File: src/rtl/dcache_snoop_responder_if.sv
// Snoop bus between the coherence controller and a dcache responder, plus the
// responder's view of the cache frame array.
interface dcache_snoop_responder_if;
    logic        ccwait;
    logic        ccinv;
    logic [31:0] ccsnoopaddr;
    logic        cctrans;
    logic        ccwrite;
    logic [31:0] ccdata;
    logic        ccdata_valid;
    logic        ccdata_ready;
    logic [2:0]  frame_idx;
    logic [25:0] frame_tag;
    logic        frame_valid;
    logic        frame_dirty;
    logic [31:0] frame_data1;
    logic [31:0] frame_data2;
    logic        frame_inv;
    logic        frame_clean;
    logic        core_hold;

    modport slave (
        input  ccwait, ccinv, ccsnoopaddr, ccdata_ready,
               frame_tag, frame_valid, frame_dirty, frame_data1, frame_data2,
        output cctrans, ccwrite, ccdata, ccdata_valid,
               frame_idx, frame_inv, frame_clean, core_hold
    );

    modport master (
        output ccwait, ccinv, ccsnoopaddr, ccdata_ready,
               frame_tag, frame_valid, frame_dirty, frame_data1, frame_data2,
        input  cctrans, ccwrite, ccdata, ccdata_valid,
               frame_idx, frame_inv, frame_clean, core_hold
    );
endinterface

File: src/rtl/dcache_snoop_responder.sv
// Dcache snoop responder: looks up a snooped frame, reports hit/dirty, supplies
// the two-word block on a dirty hit, then invalidates or cleans the frame.
module dcache_snoop_responder (
    input  logic                     CLK,
    input  logic                     nRST,
    dcache_snoop_responder_if.slave  bus
);
    typedef enum logic [2:0] {
        S_IDLE   = 3'd0,
        S_LOOKUP = 3'd1,
        S_RESP   = 3'd2,
        S_WORD1  = 3'd3,
        S_WORD2  = 3'd4,
        S_UPDATE = 3'd5,
        S_DONE   = 3'd6
    } state_t;

    state_t      r_state;
    state_t      w_next;
    logic [31:0] r_saddr;
    logic        r_sinv;
    logic        r_hit;
    logic        r_dirty;
    logic [31:0] r_w1;
    logic [31:0] r_w2;
    logic        w_abort;
    logic        w_unused_offset;

    assign w_abort         = ~bus.ccwait;
    assign w_unused_offset = ^r_saddr[2:0];

    always_ff @(posedge CLK) begin
        if (!nRST) r_state <= S_IDLE;
        else       r_state <= w_next;
    end

    // Dropping ccwait before the update phase abandons the snoop untouched.
    always_comb begin
        w_next = r_state;
        case (r_state)
            S_IDLE:   if (bus.ccwait) w_next = S_LOOKUP;
            S_LOOKUP: w_next = w_abort ? S_IDLE : S_RESP;
            S_RESP: begin
                if (w_abort)                 w_next = S_IDLE;
                else if (r_hit && r_dirty)   w_next = S_WORD1;
                else if (r_hit && r_sinv)    w_next = S_UPDATE;
                else                         w_next = S_DONE;
            end
            S_WORD1: begin
                if (w_abort)               w_next = S_IDLE;
                else if (bus.ccdata_ready) w_next = S_WORD2;
            end
            S_WORD2: begin
                if (w_abort)               w_next = S_IDLE;
                else if (bus.ccdata_ready) w_next = S_UPDATE;
            end
            S_UPDATE: w_next = S_DONE;
            S_DONE:   if (!bus.ccwait) w_next = S_IDLE;
            default:  w_next = S_IDLE;
        endcase
    end

    always_ff @(posedge CLK) begin
        if (!nRST) begin
            r_saddr <= 32'h0;
            r_sinv  <= 1'b0;
            r_hit   <= 1'b0;
            r_dirty <= 1'b0;
            r_w1    <= 32'h0;
            r_w2    <= 32'h0;
        end else begin
            if (r_state == S_IDLE && bus.ccwait) begin
                r_saddr <= bus.ccsnoopaddr;
                r_sinv  <= bus.ccinv;
            end
            if (r_state == S_LOOKUP) begin
                r_hit   <= bus.frame_valid && (bus.frame_tag == r_saddr[31:6]);
                r_dirty <= bus.frame_dirty;
                r_w1    <= bus.frame_data1;
                r_w2    <= bus.frame_data2;
            end
        end
    end

    always_comb begin
        bus.cctrans      = 1'b0;
        bus.ccwrite      = 1'b0;
        bus.ccdata       = 32'h0;
        bus.ccdata_valid = 1'b0;
        bus.frame_inv    = 1'b0;
        bus.frame_clean  = 1'b0;
        case (r_state)
            S_RESP: begin
                bus.cctrans = 1'b1;
                bus.ccwrite = r_hit & r_dirty;
            end
            S_WORD1: begin
                bus.ccdata       = r_w1;
                bus.ccdata_valid = 1'b1;
            end
            S_WORD2: begin
                bus.ccdata       = r_w2;
                bus.ccdata_valid = 1'b1;
            end
            S_UPDATE: begin
                bus.frame_inv   = r_sinv;
                bus.frame_clean = ~r_sinv & r_dirty;
            end
            default: ;
        endcase
    end

    // Hold must rise combinationally with ccwait so the core freezes at once.
    assign bus.core_hold = bus.ccwait | (r_state != S_IDLE);
    assign bus.frame_idx = r_saddr[5:3];
endmodule

File: src/flat_wrapper.sv
// flat-port wrapper written by rule: the top's interface ports become plain ports
module dcache_snoop_responder_flat 
  (CLK, nRST, bus_ccwait, bus_ccinv, bus_ccsnoopaddr, bus_ccdata_ready, bus_frame_tag, bus_frame_valid, bus_frame_dirty, bus_frame_data1, bus_frame_data2, bus_cctrans, bus_ccwrite, bus_ccdata, bus_ccdata_valid, bus_frame_idx, bus_frame_inv, bus_frame_clean, bus_core_hold);
  dcache_snoop_responder_if bus_i ();
  input  logic CLK;
  input  logic nRST;
  input wire logic [$bits(bus_i.ccwait)-1:0] bus_ccwait;
  input wire logic [$bits(bus_i.ccinv)-1:0] bus_ccinv;
  input wire logic [$bits(bus_i.ccsnoopaddr)-1:0] bus_ccsnoopaddr;
  input wire logic [$bits(bus_i.ccdata_ready)-1:0] bus_ccdata_ready;
  input wire logic [$bits(bus_i.frame_tag)-1:0] bus_frame_tag;
  input wire logic [$bits(bus_i.frame_valid)-1:0] bus_frame_valid;
  input wire logic [$bits(bus_i.frame_dirty)-1:0] bus_frame_dirty;
  input wire logic [$bits(bus_i.frame_data1)-1:0] bus_frame_data1;
  input wire logic [$bits(bus_i.frame_data2)-1:0] bus_frame_data2;
  output wire logic [$bits(bus_i.cctrans)-1:0] bus_cctrans;
  output wire logic [$bits(bus_i.ccwrite)-1:0] bus_ccwrite;
  output wire logic [$bits(bus_i.ccdata)-1:0] bus_ccdata;
  output wire logic [$bits(bus_i.ccdata_valid)-1:0] bus_ccdata_valid;
  output wire logic [$bits(bus_i.frame_idx)-1:0] bus_frame_idx;
  output wire logic [$bits(bus_i.frame_inv)-1:0] bus_frame_inv;
  output wire logic [$bits(bus_i.frame_clean)-1:0] bus_frame_clean;
  output wire logic [$bits(bus_i.core_hold)-1:0] bus_core_hold;
  assign bus_i.ccwait = bus_ccwait;
  assign bus_i.ccinv = bus_ccinv;
  assign bus_i.ccsnoopaddr = bus_ccsnoopaddr;
  assign bus_i.ccdata_ready = bus_ccdata_ready;
  assign bus_i.frame_tag = bus_frame_tag;
  assign bus_i.frame_valid = bus_frame_valid;
  assign bus_i.frame_dirty = bus_frame_dirty;
  assign bus_i.frame_data1 = bus_frame_data1;
  assign bus_i.frame_data2 = bus_frame_data2;
  assign bus_cctrans = bus_i.cctrans;
  assign bus_ccwrite = bus_i.ccwrite;
  assign bus_ccdata = bus_i.ccdata;
  assign bus_ccdata_valid = bus_i.ccdata_valid;
  assign bus_frame_idx = bus_i.frame_idx;
  assign bus_frame_inv = bus_i.frame_inv;
  assign bus_frame_clean = bus_i.frame_clean;
  assign bus_core_hold = bus_i.core_hold;
  dcache_snoop_responder u_core (.CLK(CLK), .nRST(nRST), .bus(bus_i));
endmodule
File: config.mk
export PLATFORM = sky130hd
export DESIGN_NAME = dcache_snoop_responder_flat
export DESIGN_NICKNAME = d
export VERILOG_FILES = /design/src/rtl/dcache_snoop_responder_if.sv /design/src/rtl/dcache_snoop_responder.sv /design/src/flat_wrapper.sv
export SDC_FILE = /design/constraint.sdc
export NUM_CORES = 1
export LEC_CHECK = 0
export CORE_MARGIN = 2
export CORE_UTILIZATION = 47
export CTS_CLUSTER_SIZE = 28
export DETAILED_ROUTE_END_ITERATION = 7
export PLACE_DENSITY_LB_ADDON = 0.2
export SYNTH_ARGS = -nofsm -noshare
export SYNTH_HDL_FRONTEND = slang
export SYNTH_SLANG_ARGS = --single-unit
File: constraint.sdc
create_clock -name CLK -period 3.2 [get_ports CLK]
set_input_delay 0.48 -clock CLK [delete_from_list [all_inputs] [get_ports CLK]]
set_output_delay 0.48 -clock CLK [all_outputs]
set_load 0.1 [all_outputs]
==> flow_metrics.env, run 1 <==
export IMPL_seq_area_frac_synth=0.4480
export IMPL_ctsResizeCount=0
export IMPL_nNetsFinal=806
export IMPL_hp_class="flop to flop"
export IMPL_antenna_found_initial=0
export IMPL_critical_path_peak_fanout=23
export IMPL_max_cap_violations=0
export IMPL_grt_usage=0.2309
export IMPL_rsz0062_at_grt="no"
export IMPL_fin_area_mm2=0.006656
export IMPL_drv_slew=0
export IMPL_drtAntennaViolNets=0
export IMPL_diodes=0
export IMPL_critical_path_startpoint_type="flop"
export IMPL_required_ns=2.72
export IMPL_die_y_um=101.0
export IMPL_power_switching_uw=654.1
export IMPL_layout_commonest_cell="nand2_1"
export IMPL_placedInstanceArea_mm2=0.006420
export IMPL_io_pins=170
export IMPL_pwr_share_clk=0.354
export IMPL_fmax_mhz=357.3
export IMPL_grt_pass1_vias=4010
export IMPL_vdd_drop_max_v=0.0003637
export IMPL_worstMarginPinSlew_ns=0.9938
export IMPL_ys_types=35
export IMPL_sw_frac_of_total=0.2433
export IMPL_syn_area_mm2=0.004424
export IMPL_port_buffers=166
export IMPL_clk_pin_slew_ns=0.10
export IMPL_synth_edf_count=0
export IMPL_placementRows=35
export IMPL_avgSynthCellArea_um2=8.224
export IMPL_reg2reg_depth=5
export IMPL_routed_wirelength_um=11610
export IMPL_setup_violations=0
export IMPL_rr_endpoint="u_core.r_w1[20]$_SDFFE_PN0N_"
export IMPL_drt_first_iter_violations=140
export IMPL_finalCritPeriodShare=0.8745
export IMPL_r2r_start="u_core.r_state[0]$_SDFFE_PN0P_"
export IMPL_cts_buffers=9
export IMPL_wl_per_cell_um=14.66
export IMPL_die_w_um=101.0
export IMPL_top_layer_used="met4"
export IMPL_synth_nets=667
export IMPL_ctsRootBufferMaster="clkbuf_8"
export IMPL_worst_setup_path_type="flop to output port"
export IMPL_synth_seq_cells=99
export IMPL_start_util=0.4811
export IMPL_syn_to_final_growth_pct=50.45
export IMPL_met1Wirelength_um=4598
export IMPL_p_total_mw=2.689
export IMPL_clk_latency_ns=0.37
export IMPL_rrSetupSlack_ns=1.12
export IMPL_whs_ns=0.4675
export IMPL_seqPwrFrac=0.496
export IMPL_coreArea_mm2=0.009196
export IMPL_p_leak_nw=2.504
export IMPL_cts_tree="built"
export IMPL_cts_hold_buf=0
export IMPL_place_congestion=0.7634
export IMPL_cts_post_setup_buffers_inserted=0
export IMPL_min_path_cells=2
export IMPL_end_kind="output port"
export IMPL_synth_warnings=0
export IMPL_dp_hpwl_um=8277
export IMPL_netlist_instances=538
export IMPL_met3_length_um=897
export IMPL_grt_max_degree=47
export IMPL_async_flop_share=0
export IMPL_power_share_combinational=0.150
export IMPL_gr_total_overflow=0
export IMPL_cts_max_level=3
export IMPL_fin_skew_ns=0.01182
export IMPL_firstDrtPassIters=4
export IMPL_clk_path_buf_depth=2
export IMPL_drc=0
export IMPL_worst_ep_arrival_time_ns=2.32
export IMPL_layout_drive_gt1_share=0.09838
export IMPL_power_per_cell_area_mw_per_mm2=403.9
export IMPL_intPower_mw=2.035
export IMPL_wl_met2_um=5835
export IMPL_min_to="u_core.r_w1[27]$_SDFFE_PN0N_"
export IMPL_layout_common_cells="nand2_1 (197), clkdlybuf4s50_1 (127), dfxtp_1 (99), a21boi_0 (95), buf_12 (34)"
export IMPL_period_needed_ns=2.798
export IMPL_vias=4114
export IMPL_drt_vias_per_instance=5.194
export IMPL_hold_viol_final=0
export IMPL_fin_setup_tns_ns=0
export IMPL_outcome="finished, final reports clean"
export IMPL_grt_pass1_wl_um=18460
export IMPL_synth_main_ff_cell="dfxtp_1"
export IMPL_fp_dieArea_mm2=0.01021
export IMPL_hp_start="u_core.r_w1[27]$_SDFFE_PN0N_"
export IMPL_maxSlewHeadroom=0.3359
export IMPL_cts_sinks=99
## synth_stat cells, types with 2 or more instances
| cell | n | share of area |
|---|---|---|
| a21boi_0 | 95 | 0.16 |
| a21oi_1 | 2 | 0.0023 |
| a22o_1 | 32 | 0.063 |
| buf_1 | 2 | 0.0017 |
| buf_2 | 14 | 0.016 |
| buf_4 | 3 | 0.0051 |
| clkbuf_1 | 26 | 0.022 |
| dfxtp_1 | 99 | 0.45 |
| nand2_1 | 197 | 0.17 |
| nand2b_1 | 2 | 0.0028 |
| nand3_1 | 2 | 0.0023 |
| nand3b_1 | 3 | 0.0051 |
| nor2_1 | 2 | 0.0017 |
| nor2b_1 | 2 | 0.0028 |
| nor3_1 | 2 | 0.0023 |
| nor3b_1 | 2 | 0.0034 |
| nor4_1 | 7 | 0.0099 |
| o21ai_0 | 4 | 0.0045 |
| xor2_1 | 26 | 0.051 |
## worst max path at each step
stage                endpoint                      startpoint  depth (start not counted)  slack, ns
3_3_place_gp   bus_ccdata[27]  u_core.r_state[0]$_SDFFE_PN0P_                          4       0.82
6_report       bus_ccdata[27]  u_core.r_state[0]$_SDFFE_PN0P_                          4       0.40
5_1_grt        bus_ccdata[18]  u_core.r_state[0]$_SDFFE_PN0P_                          4       0.25
4_1_cts        bus_ccdata[20]  u_core.r_state[0]$_SDFFE_PN0P_                          4       0.37
2_1_floorplan     bus_ccwrite  u_core.r_state[1]$_SDFFE_PN0P_                          3       0.01
3_5_place_dp   bus_ccdata[20]  u_core.r_state[0]$_SDFFE_PN0P_                          4       0.78
## critical path, stage by stage (launching register included)
cell	delay, ns
dfxtp_1	0.60
and3b_1	0.53
buf_4	0.38
a22o_1	0.24
buf_12	0.19
## metal layers
metal	global-route usage	vias to the layer above
met1	0.2654	1903
met5	0	-
met3	0.07767	21
met2	0.3954	131
met4	0.09044	0
li1	-	2059
## cells by family (layout without fill, tap and decap cells)
family                 Yosys count  after routing  share of synthesized area
buffers and inverters           47            190                    0.04808
flip-flops                      99             99                     0.4480
XOR/XNOR                        26             26                    0.05147
AND/OR/NAND/NOR                226            226                     0.2098
AO/OA/AOI/OAI                  140            140                     0.2426
## sequential cells by signal (all words and copies together) (netlist names)
name and flops:
u_core.r_state 3, u_core.r_dirty 1, u_core.r_sinv 1, u_core.r_w1 32
u_core.r_w2 32, u_core.r_saddr 29, u_core.r_hit 1
## through the flow
| step | setup WS, ns | util | instances |
|---|---|---|---|
| 3_3_place_gp | 0.8224 | 0.6981 | 777 |
| 2_1_floorplan | 0.01447 | - | 538 |
| 4_1_cts | 0.3679 | 0.7238 | 792 |
| 5_1_grt | 0.2491 | 0.7238 | 792 |
| 3_5_place_dp | 0.7797 | 0.6981 | 777 |
| 6_report | 0.4016 | 0.7238 | 792 |
## final cells by class
type	count	area, um2
multi-input cells	392	2248
clock inverters	6	112.6
flip-flops and latches	99	1982
inverters	1	3.754
clock buffers	9	123.9
repair buffers	174	2047
well taps	111	138.9
fillers	696	2540
## power groups by stage
stage / Sequential [mW] / Clock, mW / Combinational, mW
floorplan: 1.35 / 0 / 0.208
global placement: 1.36 / 0 / 0.395
detailed placement: 1.36 / 0 / 0.404
CTS: 1.33 / 0.975 / 0.407
global route: 1.34 / 1.02 / 0.443
finish: 1.33 / 0.951 / 0.403
Power figures use the tool's default switching activity.
==> run 2, diff against run 1 <==
--- a/config.mk
+++ b/config.mk
@@ -5,7 +5,7 @@
 export SDC_FILE = /design/constraint.sdc
 export NUM_CORES = 1
 export LEC_CHECK = 0
-export CORE_MARGIN = 2
+export CORE_MARGIN = 1.5
 export CORE_UTILIZATION = 47
 export CTS_CLUSTER_SIZE = 28
 export DETAILED_ROUTE_END_ITERATION = 7
==> run 2 against run 1 <==
Effect of this change:
- clock-buffer cell count up 2
- cell count down 0.13%
- clock skew up 0.0010 ns
- via count up 1.3%
- worst setup slack better by 0.034 ns
- power down 7.1%
- hold slack worse by 0.00064 ns
- global-route usage up 0.20 points
- sequential power about the same
- fmax up 1.2%
- first-iteration DRC count up 22%
- highest routed layer unchanged
==> flow_metrics.env, run 2 (synthesis gave the netlist of run 1 again) <==
export IMPL_p_leak_nw=2.465
export IMPL_critical_path_startpoint_type="flop"
export IMPL_power_switching_uw=656.6
export IMPL_layout_commonest_cell="nand2_1"
export IMPL_fmax_mhz=361.8
export IMPL_critPathMaxStageDelay_ns=0.60
export IMPL_path_cells="and3b_1 -> buf_4 -> a22o_1 -> buf_12"
export IMPL_io_pins=170
export IMPL_maxSlewHeadroom=0.3445
export IMPL_worstMarginPinSlew_ns=0.9802
export IMPL_crit_slowest_cell="dfxtp_1"
export IMPL_nNetsFinal=804
export IMPL_sw_frac_of_total=0.2628
export IMPL_drv_slew=0
export IMPL_diodes=0
export IMPL_power_per_cell_area_mw_per_mm2=378.9
export IMPL_dp_hpwl_um=8150
export IMPL_ctsRootBufferMaster="clkbuf_8"
export IMPL_antenna_found_initial=0
export IMPL_setup_violations=0
export IMPL_clk_path_buf_depth=2
export IMPL_fin_skew_ns=0.01285
export IMPL_period_needed_ns=2.764
export IMPL_outcome="finished, final reports clean"
export IMPL_wl_per_cell_um=14.54
export IMPL_hold_viol_final=0
export IMPL_layout_common_cells="nand2_1 (197), clkdlybuf4s50_1 (127), dfxtp_1 (99), a21boi_0 (95), buf_12 (34)"
export IMPL_drt_vias_per_instance=5.269
export IMPL_worst_setup_path_type="flop to output port"
export IMPL_cts_tree="built"
export IMPL_grt_usage=0.2328
export IMPL_firstDrtPassIters=4
export IMPL_intPower_mw=1.842
export IMPL_worst_ep_arrival_time_ns=2.28
export IMPL_placementRows=35
export IMPL_fp_dieArea_mm2=0.01000
export IMPL_ctsResizeCount=0
export IMPL_fillers=726
export IMPL_grt_max_degree=69
export IMPL_required_ns=2.72
export IMPL_port_buffers=166
export IMPL_clk_latency_ns=0.35
export IMPL_fin_setup_tns_ns=0
export IMPL_start_util=0.4811
export IMPL_seqPwrFrac=0.534
export IMPL_vias=4168
export IMPL_pwr_share_clk=0.304
export IMPL_die_w_um=100.0
export IMPL_cts_buffers=9
export IMPL_vdd_drop_max_v=0.0002385
export IMPL_clk_pin_slew_ns=0.10
export IMPL_end_kind="output port"
export IMPL_whs_ns=0.4669
export IMPL_grt_pass1_wl_um=18640
export IMPL_die_y_um=100.0
export IMPL_coreArea_mm2=0.009196
export IMPL_layout_drive_gt1_share=0.09706
export IMPL_power_share_combinational=0.161
export IMPL_finalCritPeriodShare=0.8638
export IMPL_gr_total_overflow=0
export IMPL_place_congestion=0.7684
export IMPL_rsz0062_at_grt="no"
export IMPL_grt_pass1_vias=4062
export IMPL_drtAntennaViolNets=0
export IMPL_top_regs="u_core.r_w1 x32, u_core.r_w2 x32, u_core.r_saddr x29"
export IMPL_drc=0
export IMPL_max_cap_violations=0
export IMPL_cts_sinks=99
export IMPL_critical_path_peak_fanout=24
export IMPL_hp_class="flop to flop"
export IMPL_syn_to_final_growth_pct=49.04
export IMPL_cts_max_level=3
export IMPL_drt_first_iter_violations=171
export IMPL_cts_post_setup_buffers_inserted=0
export IMPL_cts_hold_buf=0
export IMPL_routed_wirelength_um=11500
-- run 2: metal layers --
metal  track usage  up-vias  share of wire
li1              -     2059              -
met1        0.2778     1945           0.41
met2        0.4019      143           0.49
met3       0.06058       21          0.071
met4       0.08884        0          0.020
met5             0        -              0
-- run 2: through the flow --
stage / instance area (um2) / power (mW) / worst slack (ns) / cells / util
global route: 6594 / 2.618 / 0.3264 / 791 / 0.7170
detailed placement: 6405 / 1.769 / 0.8150 / 775 / 0.6965
finish: 6594 / 2.498 / 0.4360 / 791 / 0.7170
floorplan: 4429 / 1.559 / 0.01447 / 538 / -
global placement: 6405 / 1.753 / 0.8294 / 775 / 0.6965
CTS: 6594 / 2.525 / 0.3922 / 791 / 0.7170
-- run 2: power groups by stage --
| stage | Clock, mW | Sequential (mW) | Combinational (mW) |
|---|---|---|---|
| 5_1_grt | 0.833 | 1.34 | 0.443 |
| 6_report | 0.761 | 1.34 | 0.403 |
| 2_1_floorplan | 0 | 1.35 | 0.208 |
| 3_3_place_gp | 0 | 1.36 | 0.394 |
| 4_1_cts | 0.783 | 1.33 | 0.408 |
| 3_5_place_dp | 0 | 1.36 | 0.406 |
-- run 2: cell type report --
| cell class | instances | area, um2 | share of cell area |
|---|---|---|---|
| timing repair buffer | 172 | 2032 | 0.3082 |
| tap | 111 | 138.9 | 0.02106 |
| clock buffer | 11 | 151.4 | 0.02296 |
| clock inverter | 5 | 37.54 | 0.005693 |
| sequential | 99 | 1982 | 0.3006 |
| multi-input combinational | 392 | 2248 | 0.3410 |
| inverter | 1 | 3.754 | 0.0005693 |
-- run 2: worst paths after layout --
kind              slack, ns  cells after the start                            from                           end
setup / recovery       0.44                      4  u_core.r_state[0]$_SDFFE_PN0P_                bus_ccdata[26]
hold / removal         0.47                      2    u_core.r_w1[28]$_SDFFE_PN0N_  u_core.r_w1[28]$_SDFFE_PN0N_
setup reg to reg       1.08                      4  u_core.r_state[2]$_SDFFE_PN0P_  u_core.r_w2[22]$_SDFFE_PN0N_
hold reg to reg        0.47                      2    u_core.r_w1[28]$_SDFFE_PN0N_  u_core.r_w1[28]$_SDFFE_PN0N_
-- run 2: critical path, delay by kind of cell (launching register included) --
family,cells,cell delay [ns]
and+or+nand+nor,1,0.51
AOI/OAI and AO/OA,1,0.25
DFF,1,0.60
buffers and inverters,2,0.57
==> run 3, diff against run 2 <==
--- a/config.mk
+++ b/config.mk
@@ -5,8 +5,9 @@
 export SDC_FILE = /design/constraint.sdc
 export NUM_CORES = 1
 export LEC_CHECK = 0
+export CORE_ASPECT_RATIO = 1.2
 export CORE_MARGIN = 1.5
-export CORE_UTILIZATION = 47
+export CORE_UTILIZATION = 40
 export CTS_CLUSTER_SIZE = 28
 export DETAILED_ROUTE_END_ITERATION = 7
 export PLACE_DENSITY_LB_ADDON = 0.2
==> constraint.sdc (replaced) <==
create_clock -name CLK -period 2.4 [get_ports CLK]
set_input_delay 0.36 -clock CLK [delete_from_list [all_inputs] [get_ports CLK]]
set_output_delay 0.36 -clock CLK [all_outputs]
set_load 0.1 [all_outputs]
==> run 3 against run 2 <==
Effect of this change:
- the flow now finishes with violations (DRC)
- wire length fell by 2.5%
- highest routed layer unchanged
- non-clock buffer count rose by 8
- clock power rose by 81%
- critical path depth did not move
- critical path type unchanged
==> flow_metrics.env, run 3 (synthesis gave the netlist of run 1 again) <==
export IMPL_outcome="finished, violations left"
export IMPL_violations="DRC"
export IMPL_worst_slack_ns=0.2200
export IMPL_ctsRootBufferMaster="clkbuf_16"
export IMPL_dpl_worst_slack_ns=0.3968
export IMPL_critical_path_peak_fanout=27
export IMPL_vdd_drop_max_v=0.0003256
export IMPL_fin_skew_ns=0.005360
export IMPL_start_util=0.4166
export IMPL_coreArea_mm2=0.01062
export IMPL_stdcell_count=816
export IMPL_diodes=0
export IMPL_required_ns=2.04
export IMPL_clk_pin_slew_ns=0.06
export IMPL_hp_class="flop to flop"
export IMPL_gr_total_overflow=0
export IMPL_clk_path_buf_depth=2
export IMPL_layout_drive_gt1_share=0.1135
export IMPL_setup_violations=0
export IMPL_worst_ep_arrival_time_ns=1.82
export IMPL_worstMarginPinSlew_ns=0.5152
export IMPL_rsz0062_at_grt="no"
export IMPL_fin_setup_tns_ns=0
export IMPL_firstDrtPassIters=8
export IMPL_placementRows=41
export IMPL_placedInstanceArea_mm2=0.006521
export IMPL_cts_buffers=9
export IMPL_cts_hold_buf=0
export IMPL_fmax_mhz=458.7
export IMPL_max_cap_violations=0
export IMPL_layout_common_cells="nand2_1 (197), clkdlybuf4s50_1 (124), dfxtp_1 (97), a21boi_0 (95), buf_12 (37)"
export IMPL_placed_cells=800
export IMPL_finalCritPeriodShare=0.9083
export IMPL_antenna_found_initial=0
export IMPL_io_pins=170
export IMPL_maxSlewHeadroom=0.6565
export IMPL_nNetsFinal=812
export IMPL_worst_setup_path_type="flop to output port"
export IMPL_drt_first_iter_violations=141
export IMPL_grt_pass1_wl_um=18440
export IMPL_critical_path_startpoint_type="flop"
export IMPL_grt_max_degree=40
export IMPL_cts_max_level=3
export IMPL_vias=4039
export IMPL_die_y_um=118.2
export IMPL_p_leak_nw=2.564
export IMPL_place_congestion=0.7339
export IMPL_top_regs="u_core.r_w1 x32, u_core.r_w2 x32, u_core.r_saddr x29"
export IMPL_port_buffers=166
export IMPL_fp_dieArea_mm2=0.01170
export IMPL_power_per_cell_area_mw_per_mm2=543.3
export IMPL_wl_per_cell_um=13.74
export IMPL_syn_to_final_growth_pct=54.04
export IMPL_layout_commonest_cell="nand2_1"
export IMPL_die_w_um=99.01
export IMPL_clk_latency_ns=0.34
export IMPL_dp_hpwl_um=8030
export IMPL_routed_wirelength_um=11210
export IMPL_fillers=888
export IMPL_fin_area_mm2=0.006815
export IMPL_period_needed_ns=2.180
export IMPL_end_kind="output port"
export IMPL_drt_vias_per_instance=4.950
export IMPL_cts_sinks=99
export IMPL_drc=11
export IMPL_hold_viol_final=0
export IMPL_drv_slew=0
export IMPL_cts_tree="built"
export IMPL_grt_pass1_vias=3964
export IMPL_drtAntennaViolNets=0
export IMPL_grt_usage=0.1955
run 3: through the flow:
step                utilization  power [mW]  hold WS (ns)
CTS                      0.6409       3.746        0.4659
floorplan                     -       2.080        0.4432
detailed placement       0.6141       2.361        0.4567
finish                   0.6418       3.703        0.4625
global route             0.6418       3.875        0.4801
global placement         0.6141       2.347        0.4497
run 3: worst max-delay path, cell delays in order (launching register included):
cell	delay [ns]
dfxtp_2	0.48
and3b_1	0.22
buf_4	0.32
a22o_1	0.26
buf_12	0.19
run 3: layer usage:
metal / wire, um / track usage
met5: 0 / 0
met4: 233 / 0.08214
met3: 871 / 0.05027
met2: 5529 / 0.3379
met1: 4577 / 0.2272
run 3: power by group:
part	total, mW	switching, mW	internal, mW	leakage (nW)
Sequential	1.78	0.0533	1.73	0.810
Clock	1.38	0.585	0.798	0.134
Combinational	0.537	0.240	0.298	1.62
Total	3.70	0.878	2.82	2.56
run 3: path summary, 6_finish.rpt:
path	slack [ns]	end	depth (start not counted)	from
setup / recovery	0.22	bus_ccdata[20]	4	u_core.r_state[0]$_SDFFE_PN0P_
hold / removal	0.46	u_core.r_w1[8]$_SDFFE_PN0N_	2	u_core.r_w1[8]$_SDFFE_PN0N_
setup reg to reg	0.77	u_core.r_saddr[20]$_SDFFE_PN0P_	6	u_core.r_state[2]$_SDFFE_PN0P_
hold reg to reg	0.46	u_core.r_w1[8]$_SDFFE_PN0N_	2	u_core.r_w1[8]$_SDFFE_PN0N_
run 3: area by class of cell:
| type | instances | area [um2] | share of cell area |
|---|---|---|---|
| clock buffer | 10 | 229.0 | 0.03360 |
| clock inverter | 5 | 55.05 | 0.008078 |
| timing repair buffer | 180 | 2122 | 0.3114 |
| inverter | 1 | 3.754 | 0.0005508 |
| sequential | 99 | 1984 | 0.2912 |
| tap | 129 | 161.4 | 0.02368 |
| multi-input combinational | 392 | 2260 | 0.3316 |
run 3: timing repair:
item	4_1_cts	5_1_grt
buffers inserted	0	1
setup endpoints to repair	0	27
gates resized for setup	0	2
